==> config.mk <==
export PLATFORM = sky130hd
export DESIGN_NAME = mutex_monitor
export DESIGN_NICKNAME = d
export VERILOG_FILES = /design/src/rtl/mutex_monitor.sv
export SDC_FILE = /design/constraint.sdc
export NUM_CORES = 1
export LEC_CHECK = 0
export ABC_AREA = 1
export CAP_MARGIN = 20
export CORE_MARGIN = 2
export CORE_UTILIZATION = 53
export DETAILED_ROUTE_END_ITERATION = 8
export PLACE_DENSITY = 0.83
export SLEW_MARGIN = 10
export SYNTH_ARGS = -nofsm -noshare
export SYNTH_HDL_FRONTEND = slang
export SYNTH_SLANG_ARGS = --single-unit
export TNS_END_PERCENT = 50
==> constraint.sdc <==
create_clock -name clk -period 2 [get_ports clk]
set_input_delay 0.4 -clock clk [delete_from_list [all_inputs] [get_ports clk]]
set_output_delay 0.4 -clock clk [all_outputs]
set_load 0.03 [all_outputs]
==> src/rtl/mutex_monitor.sv <==
// mutex_monitor
// Parametrised N-channel mutual-exclusion monitor for simulation and formal
// benches. Every clock it samples a signal group and flags cycles where more
// than one bit is active (MODE 0) or where the active count is not exactly
// one (MODE 1). A persistence filter requires FILTER consecutive bad cycles
// before a violation is reported, and each contiguous bad run reports once.
// Reported violations pulse viol, bump a saturating counter, set a sticky
// flag and (first time only) capture the offending vector and timestamp.
//
// Optional build macro:
//   MUTEX_MON_ASSERT_EN - when defined, an immediate assertion in the clocked
//                         process raises $error on every reported violation.
//                         Register behaviour is identical either way.
//
// Ports:
//   clk         in   1      clock, rising edge
//   rst         in   1      synchronous active-high reset
//   en          in   1      monitor enable
//   clr         in   1      clear counter, sticky flag, capture and filter
//   sig         in   N      monitored signal group
//   viol        out  1      single-cycle violation pulse
//   err_sticky  out  1      set on first reported violation
//   viol_cnt    out  CNT_W  reported violations, saturating
//   first_valid out  1      first-violation capture is valid
//   first_vec   out  N      sig at the first reported violation
//   first_time  out  TS_W   timestamp at the first reported violation
module mutex_monitor #(
    parameter int unsigned N      = 2,
    parameter int unsigned MODE   = 0,
    parameter int unsigned FILTER = 1,
    parameter int unsigned CNT_W  = 16,
    parameter int unsigned TS_W   = 32
) (
    input  logic             clk,
    input  logic             rst,
    input  logic             en,
    input  logic             clr,
    input  logic [N-1:0]     sig,
    output logic             viol,
    output logic             err_sticky,
    output logic [CNT_W-1:0] viol_cnt,
    output logic             first_valid,
    output logic [N-1:0]     first_vec,
    output logic [TS_W-1:0]  first_time
);

    localparam int unsigned PC_W  = $clog2(N + 1);
    localparam int unsigned RUN_W = (FILTER < 1) ? 1 : $clog2(FILTER + 1);

    logic [TS_W-1:0]  ts;
    logic [RUN_W-1:0] run;
    logic [RUN_W-1:0] run_nxt_c;
    logic [PC_W-1:0]  pop_c;
    logic             bad_c;
    logic             report_c;

    // Number of active bits in the monitored group.
    function automatic logic [PC_W-1:0] popcount(input logic [N-1:0] v);
        logic [PC_W-1:0] acc;
        acc = '0;
        for (int i = 0; i < int'(N); i++) begin
            acc = acc + PC_W'(v[i]);
        end
        return acc;
    endfunction

    // Bad-cycle detection and filter bookkeeping.
    always_comb begin
        pop_c     = popcount(sig);
        bad_c     = 1'b0;
        run_nxt_c = '0;
        if (MODE == 0) begin
            bad_c = (pop_c > PC_W'(1));
        end else begin
            bad_c = (pop_c != PC_W'(1));
        end
        // Run saturates at FILTER so a long bad run reports only once.
        if (en && bad_c) begin
            run_nxt_c = (run == RUN_W'(FILTER)) ? run : RUN_W'(run + RUN_W'(1));
        end
        report_c = en && bad_c && (run == RUN_W'(FILTER - 1));
    end

    // Free-running timestamp; only reset affects it.
    always_ff @(posedge clk) begin
        if (rst) begin
            ts <= '0;
        end else begin
            ts <= ts + TS_W'(1);
        end
    end

    // Filter state, reporting and first-violation capture.
    always_ff @(posedge clk) begin
        if (rst || clr) begin
            run         <= '0;
            viol        <= 1'b0;
            err_sticky  <= 1'b0;
            viol_cnt    <= '0;
            first_valid <= 1'b0;
            first_vec   <= '0;
            first_time  <= '0;
        end else begin
            run  <= run_nxt_c;
            viol <= report_c;
            if (report_c) begin
                err_sticky <= 1'b1;
                if (!(&viol_cnt)) begin
                    viol_cnt <= viol_cnt + CNT_W'(1);
                end
                if (!first_valid) begin
                    first_valid <= 1'b1;
                    first_vec   <= sig;
                    first_time  <= ts;
                end
            end
`ifdef MUTEX_MON_ASSERT_EN
            assert (!report_c)
            else $error("mutex violation: sig=%b t=%0d", sig, ts);
`endif
        end
    end

endmodule
# --- Yosys cells after proc, flatten, opt, wreduce, memory -nomap -nowiden ---
# Index checks and enable logic that the tools add are counted.
totals:
  reg_bits: 85
op_classes:
  addsub: 4
  n_reduce_logical: 7
  n_bitwise: 4
  muxes: 1
  magnitude_cmp: 1
op_table:
  columns: ["operator", "count"]
  rows:
  - ["$add 32x1->32 const B", 1]
  - ["$add 16x1->16 const B", 1]
  - ["$reduce_and 16->1", 1]
  - ["$not 1->1", 4]
  - ["$reduce_and 2->1", 2]
  - ["$add 1x1->2", 1]
  - ["$gt 2x1->1 const B", 1]
  - ["$logic_and 1x1->1", 2]
  - ["$reduce_or 2->1", 1]
  - ["$add 1x1->1 const B", 1]
  - ["$logic_or 1x1->1", 1]
  - ["$mux 1", 1]

# --- Longest topological paths before layout ---
# Gate-level depths: netlist (run 1).
depth:
  depth_word: 5
  mapped_depth: 10

# --- Worst setup path after synthesis (run 1) ---
# Ideal clock, no wire load.
synth_path:
  path_kind: "reg2reg"
  start: "register viol_cnt[0]"
  end: "register viol_cnt[7]"
  path_stages_with_launch: 10
  required_time_ps: 1884
  arrival_time_ps: 1522
  slack_ps: 362
  n_path_buf: 1
  synth_period_minus_slack_ps: 1638
  cell_sequence: "dfxtp_1 > ha_1 > inv_1 > nor2_2 > nand2_2 > inv_2 > nand2_4 > buf_6 > a21oi_1 > nor2_1"
synth_via:
  elab_chain_len: 3
  elab_cells_between_ends: 4
  classes_between: "1 x add/sub; 1 x bitwise; 2 x reduce/logical"
synth_lines:
  columns: ["element", "line", "source"]
  rows:
  - ["start, declared", "41", "output logic [CNT_W-1:0] viol_cnt,"]
  - ["start signal, assigned", "109", "viol_cnt <= viol_cnt + CNT_W'(1);"]
  - ["parallel branches: the longest is 3 deep, another holds $add 16x1->16", null, null]
# Parallel ways; which one is timed is not known.
# A chain may end at the register's enable or synchronous reset.

# --- Worst setup path in the final report (run 1) ---
layout_path:
  start: "register viol_cnt[8]"
  end: "output viol_cnt[8]"
# No word-level cell between the ends.

==> summary.txt, run 1 <==
Synthesis
  – Post-synthesis sequential area ratio: 44.90%
  – Gate Count Post-Synth: 551
  – Netlist Area Pre-Place: 0.003790 mm^2
  – Syn Area/Cell: 6.878 um^2
  – Yosys warnings: 0
  – FF+latch count, synth: 85
  – Synth cell types: 25
  – Syn_nets: 559

Worst setup path
  – Slowest stage cell, crit path: clkdlybuf4s50_1
  – Setup slack, reg-to-reg: 0.33 ns
  – Reg2Reg Depth: 8
  – Crit path max-delay family: buffers and inverters
  – Critical path class: flip-flop to primary output
  – Critical Path RT: roughly 1.6 ns
  – Cell Chain, Critical Path: clkdlybuf4s50_1
  – WP buf/inv: 1
  – Stages on worst setup path: 1
  – Critical path fanouts, max: 7
  – Crit path launch type: flip-flop
  – Max stage delay on crit path: about 0.71 ns
  – Nature of the critical path endpoint: primary output
  – Critical path arrival: 1.53 ns

CTS
  – H-tree levels: 3
  – Number of gates resized after cts: 0
  – Cts-stage hold buffer count: 0
  – Post-CTS setup buffer count: 0
  – Root Buffer: clkbuf_8
  – Bufs on Longest Clock Path: 2
  – CTS tree: built
  – Clock slew at reported path FFs: 0.09 ns
  – Clock Latency Late Sink: 0.36 ns
  – Clock buffer count from CTS: 9
  – Clock sink total: 85

Floorplan
  – Initial Util: a little under three fifths
  – Die width: between 80 and 90 um
  – Die ar.: 0.007843 mm^2
  – Core ar.: 0.006869 mm^2
  – Row count: 30
  – I/O Pins: between 50 and 60
  – Die height: 88.56 um

Detailed routing
  – DRT iter0 DRCs: ~220
  – Vias post-DR: 3692
  – DRT Wirelength: 9.106 mm
  – Remaining antenna violation count: 0
  – First drt pass iteration count: 4
  – Post-DR wirelength/cell: 12.86 um
  – # DRC: 0
  – Vias per cell: 5.215

Global route
  – Vias in the first global route: 3401
  – GRT overflow: 0
  – Total GRT Usage: 24.71%
  – Largest net degree at the start of global routing: 51
  – First-pass GRT wire length: 15.33 mm
  – Initial antenna violation count: 0

STA
  – Smallest hold slack: 0.4700 ns
  – Setup_tns: 0 ns
  – Slew @ Worst Pin: 0.4956 ns
  – RSZ-0062 raised after global routing: no
  – Final WS setup: around 0.073 ns
  – Pins Over Slew Limit: 0
  – Max Clock Freq: 0.5191 GHz
  – Final setup violation count: 0
  – Hold Vio Cnt, Final: 0
  – Tcrit/Tclk final: 96.33%
  – Tmin final: just under 2 ns
  – Rel. slew slack: about two thirds
  – Skew final: 0.01384 ns

Pwr
  – Clock power share: 35.2%
  – Combinational power share: 6.2%
  – Total power: 2.949 mW
  – Internal Power: ~2.2 mW
  – Sequential Power Share: between 50% and 60%
  – Switching Share: 24.56%
  – P per Cell Area: 638.5 mW/mm^2
  – Lkg Pwr: ~1.6 nW
  – Peak VDD IR: 0.3892 mV
  – Switch Pwr: between 0.7 and 0.8 mW

Layout
  – Leading cell types in the layout, fill and taps excluded: 130 x nor2_1, 119 x nand2_1, 85 x dfxtp_1, 57 x clkdlybuf4s50_1, 47 x a21oi_1
  – Commonest non-fill, non-tap cell in the layout: nor2_1
  – Storage cell area: 0.001702 mm^2
  – Final design utilization: ~67%
  – Synth-to-layout area growth: 21.86%
  – Antenna diode count: 0
  – Layout cells sized above 1: 6.536%
  – Multi-input gate area: 0.001847 mm^2
  – Filler cells: between 500 and 600
  – Fin nets: 616

Place
  – Final GP Congestion: 0.8842
  – Place WS: between 0.08 and 0.09 ns
  – DP HPWL: 6.453 mm
  – Buffers on Ports: 58

Job
  – Max-Cap Viols: 0

Min path
  – Worst hold stages: 1
  – Worst Hold Class: flip-flop to flip-flop

Outcome
  – Status: finished, final reports clean
kinds of logic after synthesis:
group	synth area share (%)
adders and majority gates	0.6602
and+or+nand+nor	35.26
AOI/OAI and AO/OA	12.28
buffers and inverters	6.438
DFF	44.90
xor gates and xnor gates	0.4623
registers in the layout, summed over array words and instances (netlist names):
register,count
first_vec,2
viol,1
first_valid,1
viol_cnt,16
ts,32
run,1
first_time,32
metal layers:
metal / track usage, % / part of all wire (%)
met1: 34.17 / 46
met5: 0 / 0
met2: 39.44 / 47
met4: 8.264 / 1.0
met3: 4.198 / 5.8
cell usage after synthesis:
library cell / count / area [um^2]
o21ai_0: 43 / 215.2
nand2_2: 3 / 18.77
buf_6: 2 / 22.52
buf_1: 1 / 3.750
o21bai_1: 1 / 7.510
inv_2: 3 / 11.26
nor2_4: 5 / 56.30
nand3b_1: 6 / 45.04
nand3_1: 26 / 130.1
inv_1: 38 / 142.6
dfxtp_1: 85 / 1702
nand2_1: 119 / 446.7
nor2_1: 131 / 491.7
a21oi_1: 47 / 235.2
nor3_1: 5 / 25.02
nand2_4: 2 / 22.52
nor2_2: 9 / 56.30
nand4_1: 5 / 31.28
clkbuf_1: 3 / 11.26
and2_1: 2 / 12.51
buf_2: 9 / 45.04
o21a_1: 1 / 7.510
xnor2_1: 2 / 17.52
ha_1: 2 / 25.02
buf_4: 1 / 7.510
power by group through the flow:
stage               Combinational, mW  Clock, mW  Sequential, mW
global placement                0.176          0            1.77
CTS                             0.182       1.05            1.73
detailed placement              0.181          0            1.77
finish                          0.181       1.04            1.73
floorplan                      0.0815          0            1.80
global route                    0.199       1.11            1.73
cell type report:
| class | instances | area share [%] |
|---|---|---|
| Sequential cell | 85 | 36.85 |
| Timing Repair Buffer | 62 | 13.82 |
| Clock buffer | 11 | 2.845 |
| Inverter | 41 | 3.332 |
| Multi-Input combinational cell | 409 | 39.99 |
| Tap cell | 96 | 2.601 |
| Clock inverter | 4 | 0.5690 |
through the flow:
step | cell area [um^2] | std cells
6_report | 4618 | 708
5_1_grt | 4618 | 708
4_1_cts | 4616 | 708
3_5_place_dp | 4458 | 693
3_3_place_gp | 4458 | 693
2_1_floorplan | 3790 | 551
worst paths after layout:
kind                             from                  endpoint
max reg2reg  viol_cnt[0]$_SDFFE_PP0P_  viol_cnt[1]$_SDFFE_PP0P_
min                  ts[0]$_SDFF_PP0_          ts[0]$_SDFF_PP0_
max          viol_cnt[8]$_SDFFE_PP0P_               viol_cnt[8]
min reg2reg          ts[0]$_SDFF_PP0_          ts[0]$_SDFF_PP0_
Power figures use the tool's default switching activity.
==> run 2: changes to the inputs <==
- SLEW_MARGIN: 10 -> not set
- clock period: 2 -> 2.06 ns (I/O delays scaled with it)
==> run 2 against run 1 <==
Effect of this change: count of clock-buffer cells in the layout rose by 1; final cell count did not move; die area did not move; first-iteration DRC count fell by 17%; register-to-register slack improved by 0.10 ns; via count fell by 1.1%; wire length fell by 1.4%; sequential power fell by 3%; utilization rose by 0.36 points; combinational power fell by 3%; critical endpoint is now viol_cnt[7]; clock power rose by 7%.
==> summary.txt, run 2 (synthesized netlist as in run 1, its figures left out) <==
Outcome
  – Status: finished, final reports clean (unchanged)

Min path
  – Hold Path Sink: ts[0]$_SDFF_PP0_ (unchanged)
  – Hold path startpoint: ts[0]$_SDFF_PP0_ (unchanged)
  – Worst Hold Class: flip-flop to flip-flop (unchanged)
  – Worst hold stages: 1 (unchanged)

Worst setup path
  – Max stage delay on crit path: 0.72 ns (was 0.71 ns)
  – WP buf/inv: 1 (unchanged)
  – Critical path class: flip-flop to primary output (unchanged)
  – Worst flop-to-flop path startpoint: viol_cnt[0]$_SDFFE_PP0P_ (unchanged)
  – FF-to-FF End: viol_cnt[12]$_SDFFE_PP0P_ (was viol_cnt[1]$_SDFFE_PP0P_)
  – Critical path arrival: 1.53 ns (about the same)
  – Reg2Reg Depth: 8 (unchanged)
  – Crit path launch type: flip-flop (unchanged)
  – Nature of the critical path endpoint: primary output (unchanged)
  – Critical Path RT: 1.65 ns (was 1.60 ns)
  – Cell Chain, Critical Path: clkdlybuf4s50_1 (unchanged)
  – Setup slack, reg-to-reg: 0.43 ns (was 0.33 ns)
  – Slowest stage cell, crit path: clkdlybuf4s50_1 (unchanged)
  – Critical path fanouts, max: 7 (unchanged)
  – Crit path max-delay family: buffers and inverters (unchanged)

Place
  – Inst Count DP: 693 (unchanged)
  – Final GP Congestion: 0.8842 (unchanged)
  – Buffers on Ports: 58 (unchanged)
  – DP HPWL: 6.386 mm (was 6.453 mm)

CTS
  – Clock slew at reported path FFs: 0.08 ns (was 0.09 ns)
  – Clock Latency Late Sink: 0.34 ns (was 0.36 ns)
  – Number of gates resized after cts: 0 (unchanged)
  – Bufs on Longest Clock Path: 2 (unchanged)
  – Post-CTS setup buffer count: 0 (unchanged)
  – H-tree levels: 3 (unchanged)
  – Cts-stage hold buffer count: 0 (unchanged)
  – Clock sink total: 85 (unchanged)
  – Clock buffer count from CTS: 9 (unchanged)
  – CTS tree: built (unchanged)
  – Root Buffer: clkbuf_8 (unchanged)

Detailed routing
  – DRT iter0 DRCs: 181 (was 219)
  – First drt pass iteration count: 5 (was 4)
  – Vias post-DR: 3653 (was 3692)
  – Post-DR wirelength/cell: 12.68 um (was 12.86 um)
  – # DRC: 0 (unchanged)
  – Vias per cell: 5.160 (was 5.215)
  – DRT Wirelength: 8.976 mm (was 9.106 mm)
  – Remaining antenna violation count: 0 (unchanged)

Pwr
  – P per Cell Area: 637.3 mW/mm^2 (was 638.5 mW/mm^2)
  – Internal Power: 2.258 mW (was 2.224 mW)
  – Total power: 2.959 mW (was 2.949 mW)
  – Lkg Pwr: 1.630 nW (was 1.637 nW)
  – Combinational power share: 5.9% (was 6.2%)
  – Switch Pwr: 0.7015 mW (was 0.7243 mW)
  – Switching Share: 23.71% (was 24.56%)
  – Sequential Power Share: 56.7% (was 58.6%)
  – Peak VDD IR: 0.3870 mV (was 0.3892 mV)
  – Clock power share: 37.4% (was 35.2%)

Floorplan
  – Row count: 30 (unchanged)
  – Die ar.: 0.007843 mm^2 (unchanged)
  – Initial Util: 55.17% (unchanged)
  – I/O Pins: 59 (unchanged)
  – Die width: 88.56 um (unchanged)
  – Core ar.: 0.006869 mm^2 (unchanged)
  – Die height: 88.56 um (unchanged)

STA
  – Setup_tns: 0 ns (unchanged)
  – Tcrit/Tclk final: 94.19%
  – Pins Over Slew Limit: 0 (unchanged)
  – RSZ-0062 raised after global routing: no (unchanged)
  – Final setup violation count: 0 (unchanged)
  – Max Clock Freq: 0.5154 GHz
  – Skew final: 0.004008 ns (was 0.01384 ns)
  – Tmin final: 1.940 ns
  – Rel. slew slack: 66.80% (was 66.92%)
  – Slew @ Worst Pin: 0.4974 ns (was 0.4956 ns)
  – Hold Vio Cnt, Final: 0 (unchanged)

Global route
  – First-pass GRT wire length: 15.12 mm (was 15.33 mm)
  – Initial antenna violation count: 0 (unchanged)
  – Vias in the first global route: 3330 (was 3401)
  – GRT overflow: 0 (unchanged)
  – Largest net degree at the start of global routing: 51 (unchanged)
  – Total GRT Usage: 24.36% (was 24.71%)

Job
  – Max-Cap Viols: 0 (unchanged)

Layout
  – Fin nets: 616 (unchanged)
  – Synth-to-layout area growth: 22.52% (was 21.86%)
  – Layout cells sized above 1: 6.863% (was 6.536%)
  – Multi-input gate area: 0.001847 mm^2 (unchanged)
  – Leading cell types in the layout, fill and taps excluded: 130 x nor2_1, 119 x nand2_1, 85 x dfxtp_1, 58 x clkdlybuf4s50_1, 47 x a21oi_1 (was 130 x nor2_1, 119 x nand2_1, 85 x dfxtp_1, 57 x clkdlybuf4s50_1, 47 x a21oi_1)
  – Filler cells: 595 (was 596)
  – Finished Layout Cells: 708 (unchanged)
  – Storage cell area: 0.001702 mm^2 (unchanged)
  – Commonest non-fill, non-tap cell in the layout: nor2_1 (unchanged)
  – Top flop regs: first_time x32, ts x32, viol_cnt x16 (unchanged)
  – Antenna diode count: 0 (unchanged)
[run 2: cell count changes in the layout (fill, tap and decap cells not counted), sizes merged]
cell | previous run | this run
clkbuf | 11 | 12
clkdlybuf4s50 | 57 | 58
clkinv | 3 | 1
clkinvlp | 1 | 2
dlymetal6s2s | 1 | 0
[run 2: worst max-delay path by stage]
stage                              from                           to  slack, ns  cells after the start
3_3_place_gp                         en  first_time[27]$_SDFFE_PP0P_       0.20                      6
6_report       viol_cnt[7]$_SDFFE_PP0P_                  viol_cnt[7]       0.12                      1
4_1_cts        viol_cnt[7]$_SDFFE_PP0P_                  viol_cnt[7]       0.11                      1
5_1_grt        viol_cnt[7]$_SDFFE_PP0P_                  viol_cnt[7]       0.04                      1
3_5_place_dp                     sig[0]  first_time[29]$_SDFFE_PP0P_       0.08                      6
2_1_floorplan  viol_cnt[0]$_SDFFE_PP0P_     viol_cnt[7]$_SDFFE_PP0P_       0.42                      9
[run 2: metal layers]
metal  share of wire [%]  track usage, %  up-vias  routed length [um]
met1                  45           33.26     1649                4081
met4                 1.1           5.510        0                  95
li1                    -               -     1869                   -
met2                  47           39.17      121                4183
met3                 6.9           6.250       14                 616
met5                   0               0        -                   0
[run 2: through the flow]
stage	setup WS, ns	instance area, um^2	hold slack (ns)	utilization [%]
floorplan	0.4221	3790	0.4297	-
global placement	0.2011	4458	0.4408	64.90
detailed placement	0.08467	4458	0.4524	64.90
CTS	0.1052	4643	0.4713	67.60
global route	0.03940	4643	0.5128	67.60
finish	0.1197	4643	0.4686	67.60
[run 2: cell type report]
type,instances,area share [%]
clock buffers,12,3.557
clock inverters,3,0.4312
inverters,41,3.314
multi-input cells,409,39.77
flip-flops and latches,85,36.65
well taps,96,2.587
repair buffers,62,13.69
[run 2: power groups by stage]
stage | clock network [mW] | registers, mW | logic [mW]
2_1_floorplan | 0 | 1.75 | 0.0791
4_1_cts | 1.12 | 1.68 | 0.177
3_5_place_dp | 0 | 1.72 | 0.176
5_1_grt | 1.19 | 1.68 | 0.192
3_3_place_gp | 0 | 1.72 | 0.171
6_report | 1.11 | 1.68 | 0.176
==> RTL change 1: new RTL, flow settings as in run 2 <==
Register the output `err_sticky` once more; this adds one clock of latency there. The other outputs are not delayed to match.
--- a/src/rtl/mutex_monitor.sv
+++ b/src/rtl/mutex_monitor.sv
@@ -47,6 +47,8 @@
     localparam int unsigned PC_W  = $clog2(N + 1);
     localparam int unsigned RUN_W = (FILTER < 1) ? 1 : $clog2(FILTER + 1);
 
+    logic err_sticky_s0;
+
     logic [TS_W-1:0]  ts;
     logic [RUN_W-1:0] run;
     logic [RUN_W-1:0] run_nxt_c;
@@ -95,7 +97,7 @@
         if (rst || clr) begin
             run         <= '0;
             viol        <= 1'b0;
-            err_sticky  <= 1'b0;
+            err_sticky_s0 <= 1'b0;
             viol_cnt    <= '0;
             first_valid <= 1'b0;
             first_vec   <= '0;
@@ -104,7 +106,7 @@
             run  <= run_nxt_c;
             viol <= report_c;
             if (report_c) begin
-                err_sticky <= 1'b1;
+                err_sticky_s0 <= 1'b1;
                 if (!(&viol_cnt)) begin
                     viol_cnt <= viol_cnt + CNT_W'(1);
                 end
@@ -121,4 +123,12 @@
         end
     end
 
+    always_ff @(posedge clk) begin
+        if (rst) begin
+            err_sticky <= '0;
+        end else begin
+            err_sticky <= err_sticky_s0;
+        end
+    end
+
 endmodule
Behaviour: not the same (a bounded check fails within 4 cycles, from zero or initial values and one cycle with rst high).
==> RTL change 1 against run 2 <==
Via count is 1.2% higher. Sequential cell count is 1 higher. First-iteration DRC count is 7.7% lower. Largest power group unchanged. Power is 5.7% higher. Worst setup slack worse by 0.031 ns. Largest cell class unchanged. Wire length is 0.97% lower. Clock skew is 0.0061 ns higher. Synthesized area is 0.59% higher. Fmax is 1.6% lower. Final cell count is 2.1% higher. Die area is 0.57% higher. Cell area is 1.5% higher. Synthesized cell count is 2.4% higher.
==> RTL change 1: results (changes against run 2) <==
type of the most critical hold path=reg2reg; violation count after the first detailed-route iteration=167 (-7.7%); biggest area contributors in the synthesized netlist=sky130_fd_sc_hd__dfxtp_1, sky130_fd_sc_hd__nand2_1, sky130_fd_sc_hd__nor2_1; Setup WS pre-CTS=0.123 ns (+0.0378 ns); count of input and output buffers=58 (unchanged); dpl hpwl=6.55 mm (+2.6%); run status=complete, no violations; buffers from clock root to sink, at most=2 (unchanged); global-route wire length before repair=14.8 mm (-2.0%); critical path startpoint=viol_cnt[8]; maximum number of pins on one net before global-route repair=49 (-3.9%); largest delay contributor family on the critical path=buffers and inverters; post-CTS setup buffer count=0 (unchanged); Final Instance Count excl. Fillers=723 (+2.1%); Max FO, Critical Path=7 (unchanged); number of global-route vias before repair=3342 (+0.36%); fillcell total=611 (+2.7%); Critical Path Max Stage Delay=0.73 ns; layout cell share with drive strength beyond 1=6.38% (-0.48 points); async set-reset flop share out of synthesis=0% (unchanged); launching point of the worst reg2reg path=ts[0]; first-pass iteration count of the detailed router=5 (unchanged); leak pwr=0.00169 uW (+3.9%); number of antenna violations at the first check in global routing=0 (unchanged); number of buffers inserted during clock tree synthesis=9 (unchanged); number of distinct library cells after synthesis=25 (unchanged); level count of the clock H-tree=3 (unchanged); sequential element share of the synthesized area=45.2% (+0.26 points); Clk Tree Root Cell=sky130_fd_sc_hd__clkbuf_8; post-synthesis instance total=564 (+2.4%); relative slew slack=67.8% (+1.0 points); post-synth net total=572 (+2.3%); biggest regs=first_time x32, ts x32, viol_cnt x16; total wire length=8.89 mm (-0.97%); worst vdd ir=441 uV (+14%); count of synthesis-stage warnings from yosys=0 (unchanged); leading cell types by count after synthesis=sky130_fd_sc_hd__nand2_1, sky130_fd_sc_hd__nor2_1, sky130_fd_sc_hd__dfxtp_1; PostCTS Resize Cnt=0 (unchanged); Arr. time, crit path=1.56 ns (+0.03 ns); cell type of the slowest stage on the worst timing path=sky130_fd_sc_hd__clkdlybuf4s50_1; weighted congestion at the end of routability-driven global placement=0.858 (-2.9%); count of inserted antenna diode cells=0 (unchanged); GRT Overall Usage=24.0% (-0.35 points); average via count per standard cell=5.11 (-0.92%); Hold Path Origin=ts[0]; Final Net Count=630 (+2.3%); clock input transition at the sequential cells of the worst setup and hold paths=0.08 ns (about the same); cell total after placement=707 (+2.0%); clock latency on the worst-skew pair=0.36 ns (+0.02 ns); final worst clock skew=0.0101 ns (+0.00613 ns)
[RTL change 1: changes by cell type after synthesis, moves of 2 or more]
cell | before | now
sky130_fd_sc_hd__inv_1 | 38 | 53
sky130_fd_sc_hd__o21ai_0 | 43 | 41
sky130_fd_sc_hd__nand3b_1 | 6 | 0
sky130_fd_sc_hd__nor2_1 | 131 | 126
sky130_fd_sc_hd__a21oi_1 | 47 | 53
sky130_fd_sc_hd__nand3_1 | 26 | 28
sky130_fd_sc_hd__buf_2 | 9 | 7
sky130_fd_sc_hd__nand2_1 | 119 | 127
sky130_fd_sc_hd__nor2_4 | 5 | 3
[RTL change 1: cell families (layout without fill, tap and decap cells)]
family / count (synthesis) / count (layout) / synth area share (%)
XOR/XNOR: 2 / 2 / 0.460
AO/OA/AOI/OAI: 95 / 95 / 12.5
AND/OR/NAND/NOR: 308 / 308 / 33.5
flip-flops: 86 / 86 / 45.2
adder cells (fa/ha/maj): 2 / 2 / 0.656
buffers and inverters: 71 / 134 / 7.65
[RTL change 1: area by class of cell]
| cell class | count | area [um2] | share of cell area, % |
|---|---|---|---|
| multi-input cells | 407 | 1810 | 38.3 |
| flip-flops and latches | 86 | 1720 | 36.5 |
| repair buffers | 62 | 636 | 13.5 |
| inverters | 56 | 211 | 4.49 |
| clock buffers | 12 | 165 | 3.50 |
| well taps | 96 | 120 | 2.55 |
| clock inverters | 4 | 53.8 | 1.14 |
[RTL change 1: final timing paths]
path | to | slack (ns) | cells after the start
hold / removal | ts[0] | 0.47 | 1
setup reg to reg | ts[20] | 0.48 | 9
setup / recovery | viol_cnt[8] | 0.09 | 1
hold reg to reg | ts[0] | 0.47 | 1
[RTL change 1: power breakdown]
| group | switching, uW | leakage [uW] | internal, uW | total, uW |
|---|---|---|---|---|
| sequential | 13.8 | 0.000695 | 1680 | 1700 |
| combinational | 111 | 0.000894 | 66.4 | 177 |
| clock | 592 | 0.000105 | 661 | 1250 |
| total | 716 | 0.00169 | 2410 | 3130 |
[RTL change 1: metrics by stage]
stage / instance area [um2] / util [%]
floorplan: 3810 / -
global placement: 4500 / 65.4
detailed placement: 4500 / 65.4
CTS: 4710 / 68.6
global route: 4710 / 68.6
finish: 4710 / 68.6
[RTL change 1: layer usage]
layer  part of all wire [%]  track usage [%]  vias up
met5                      0                0        -
met4                    1.4             7.30        0
met3                    5.8             4.66       14
met2                     47             39.9      112
met1                     45             31.6     1671
li1                       -                -     1899
==> RTL change 2: new RTL, flow settings as in run 2 <==
Without the edit above. Change the parameter `MODE` from 0 to 1. Comments in the files are not updated.
--- a/src/rtl/mutex_monitor.sv
+++ b/src/rtl/mutex_monitor.sv
@@ -26,7 +26,7 @@
 //   first_time  out  TS_W   timestamp at the first reported violation
 module mutex_monitor #(
     parameter int unsigned N      = 2,
-    parameter int unsigned MODE   = 0,
+    parameter int unsigned MODE   = 1,
     parameter int unsigned FILTER = 1,
     parameter int unsigned CNT_W  = 16,
     parameter int unsigned TS_W   = 32
Formal check against the unedited RTL: not equivalent (Yosys sat finds a counterexample within 4 cycles, from zero or initial values and one cycle with rst high).
==> RTL change 2 against run 2 <==
Sequential cell count unchanged. Wire length up 10%. Worst setup slack better by 0.0013 ns. Synthesized area up 5.2%. Cell area up 5.4%. Clock power up 21%. Via count up 6.3%. Final cell count up 3.4%. Clock skew up 0.0080 ns. Power up 6.8%.
==> RTL change 2: results (changes against run 2) <==
run status=complete, no violations; dpl hpwl=7.18 mm (+12%); sequential element share of the synthesized area=42.7% (-2.2 points); switching power of the nets=757 uW (+7.9%); R2R depth=7 (-1); violation count after the first detailed-route iteration=193 (+6.6%); most instantiated flip-flop cell in the synthesis netlist=sky130_fd_sc_hd__dfxtp_1; maximum number of pins on one net before global-route repair=29 (-43%); dpl cell area=4670 um2 (+4.7%); Critical Path Max Stage Delay=0.73 ns; global-route wire length before repair=16.5 mm (+9.4%); Hold Path Origin=first_time[7]; number of distinct library cells after synthesis=30 (+20%); average via count per standard cell=5.31 (+2.8%); count of synthesis-stage warnings from yosys=0 (unchanged); layout cell share with drive strength beyond 1=9.79% (+2.9 points); buffers from clock root to sink, at most=2 (unchanged); GRT Overall Usage=24.3% (-0.094 points); fillcell total=629 (+5.7%); worst hold path stage count=2 (+1); first-pass iteration count of the detailed router=5 (unchanged); Sequential cell area=1700 um2 (unchanged); worst reg2reg endpoint=viol_cnt[5]; leak pwr=0.00169 uW (+3.9%); Worst Hold End=first_time[7]; Final Net Count=636 (+3.2%); number of global-route vias before repair=3688 (+11%); Critical Path Sink=viol_cnt[2]; number of buffers inserted during clock tree synthesis=9 (unchanged); biggest area contributors in the synthesized netlist=sky130_fd_sc_hd__dfxtp_1, sky130_fd_sc_hd__nand2_1, sky130_fd_sc_hd__a21oi_1; Combinational Power=162 uW (-8%); register-to-register setup slack=0.20 ns (-0.23 ns); Peak Freq=516 MHz (about the same); critical path startpoint=viol_cnt[2]; Max FO, Critical Path=6 (-1); weighted congestion at the end of routability-driven global placement=0.945 (+6.9%); total wire length=9.90 mm (+10%); leading cell types by count after synthesis=sky130_fd_sc_hd__nand2_1, sky130_fd_sc_hd__dfxtp_1, sky130_fd_sc_hd__nor2_1; Setup WS pre-CTS=0.182 ns (+0.0969 ns); largest delay contributor family on the critical path=buffers and inverters; cell-internal power=2400 uW (+6.5%); post-synth net total=577 (+3.2%); worst slew pin tran=0.446 ns (-0.0516 ns); number of antenna violations at the first check in global routing=0 (unchanged); PostCTS Resize Cnt=0 (unchanged); power share of the clock group=42.4% (+5.0 points); Arr. time, crit path=1.53 ns (about the same); biggest regs=first_time x32, ts x32, viol_cnt x16; final worst clock skew=0.0120 ns (+0.00803 ns); worst vdd ir=508 uV (+31%); count of input and output buffers=58 (unchanged)
## RTL change 2: changes by cell type in the layout (fill, tap and decap cells not counted), sizes merged, moves of 3 or more
cell / before / now
nor2: 145 / 94
inv: 41 / 48
buf: 4 / 11
xor2: 0 / 5
o21ai: 43 / 8
nand2: 124 / 154
a21oi: 47 / 71
nand3: 26 / 62
nand4: 5 / 2
## RTL change 2: tightest hold or removal path: stages (launching register included)
cell and delay, ns:
sky130_fd_sc_hd__dfxtp_1 0.32, sky130_fd_sc_hd__nand2_1 0.06, sky130_fd_sc_hd__a21oi_1 0.05
## RTL change 2: kinds of logic (layout without fill, tap and decap cells)
kind of cell	after synthesis	after routing	synth area share, %
simple gates	323	323	36.7
flops	85	85	42.7
compound gates	83	83	10.6
buf+inv	69	133	7.78
xor+xnor	7	7	1.54
fa+ha+maj	2	2	0.627
## RTL change 2: cell type report
| cell class | instances | share of cell area [%] |
|---|---|---|
| Multi-Input combinational cell | 415 | 40.4 |
| Timing Repair Buffer | 69 | 14.1 |
| Clock inverter | 6 | 1.94 |
| Inverter | 48 | 3.68 |
| Clock buffer | 10 | 2.61 |
| Tap cell | 99 | 2.53 |
| Sequential cell | 85 | 34.8 |
## RTL change 2: routing by layer
layer | up-vias | global-route usage, % | part of all wire (%)
met2 | 131 | 42.7 | 50
met1 | 1800 | 29.3 | 42
met3 | 16 | 4.92 | 6.3
met5 | - | 0 | 0
li1 | 1937 | - | -
met4 | 0 | 8.46 | 1.8
## RTL change 2: per-stage QoR
step | hold WS (ns) | util [%] | instances
3_5_place_dp | 0.455 | 64.4 | 716
6_report | 0.467 | 67.4 | 732
5_1_grt | 0.482 | 67.4 | 732
4_1_cts | 0.470 | 67.4 | 732
3_3_place_gp | 0.440 | 64.4 | 716
2_1_floorplan | 0.430 | - | 569
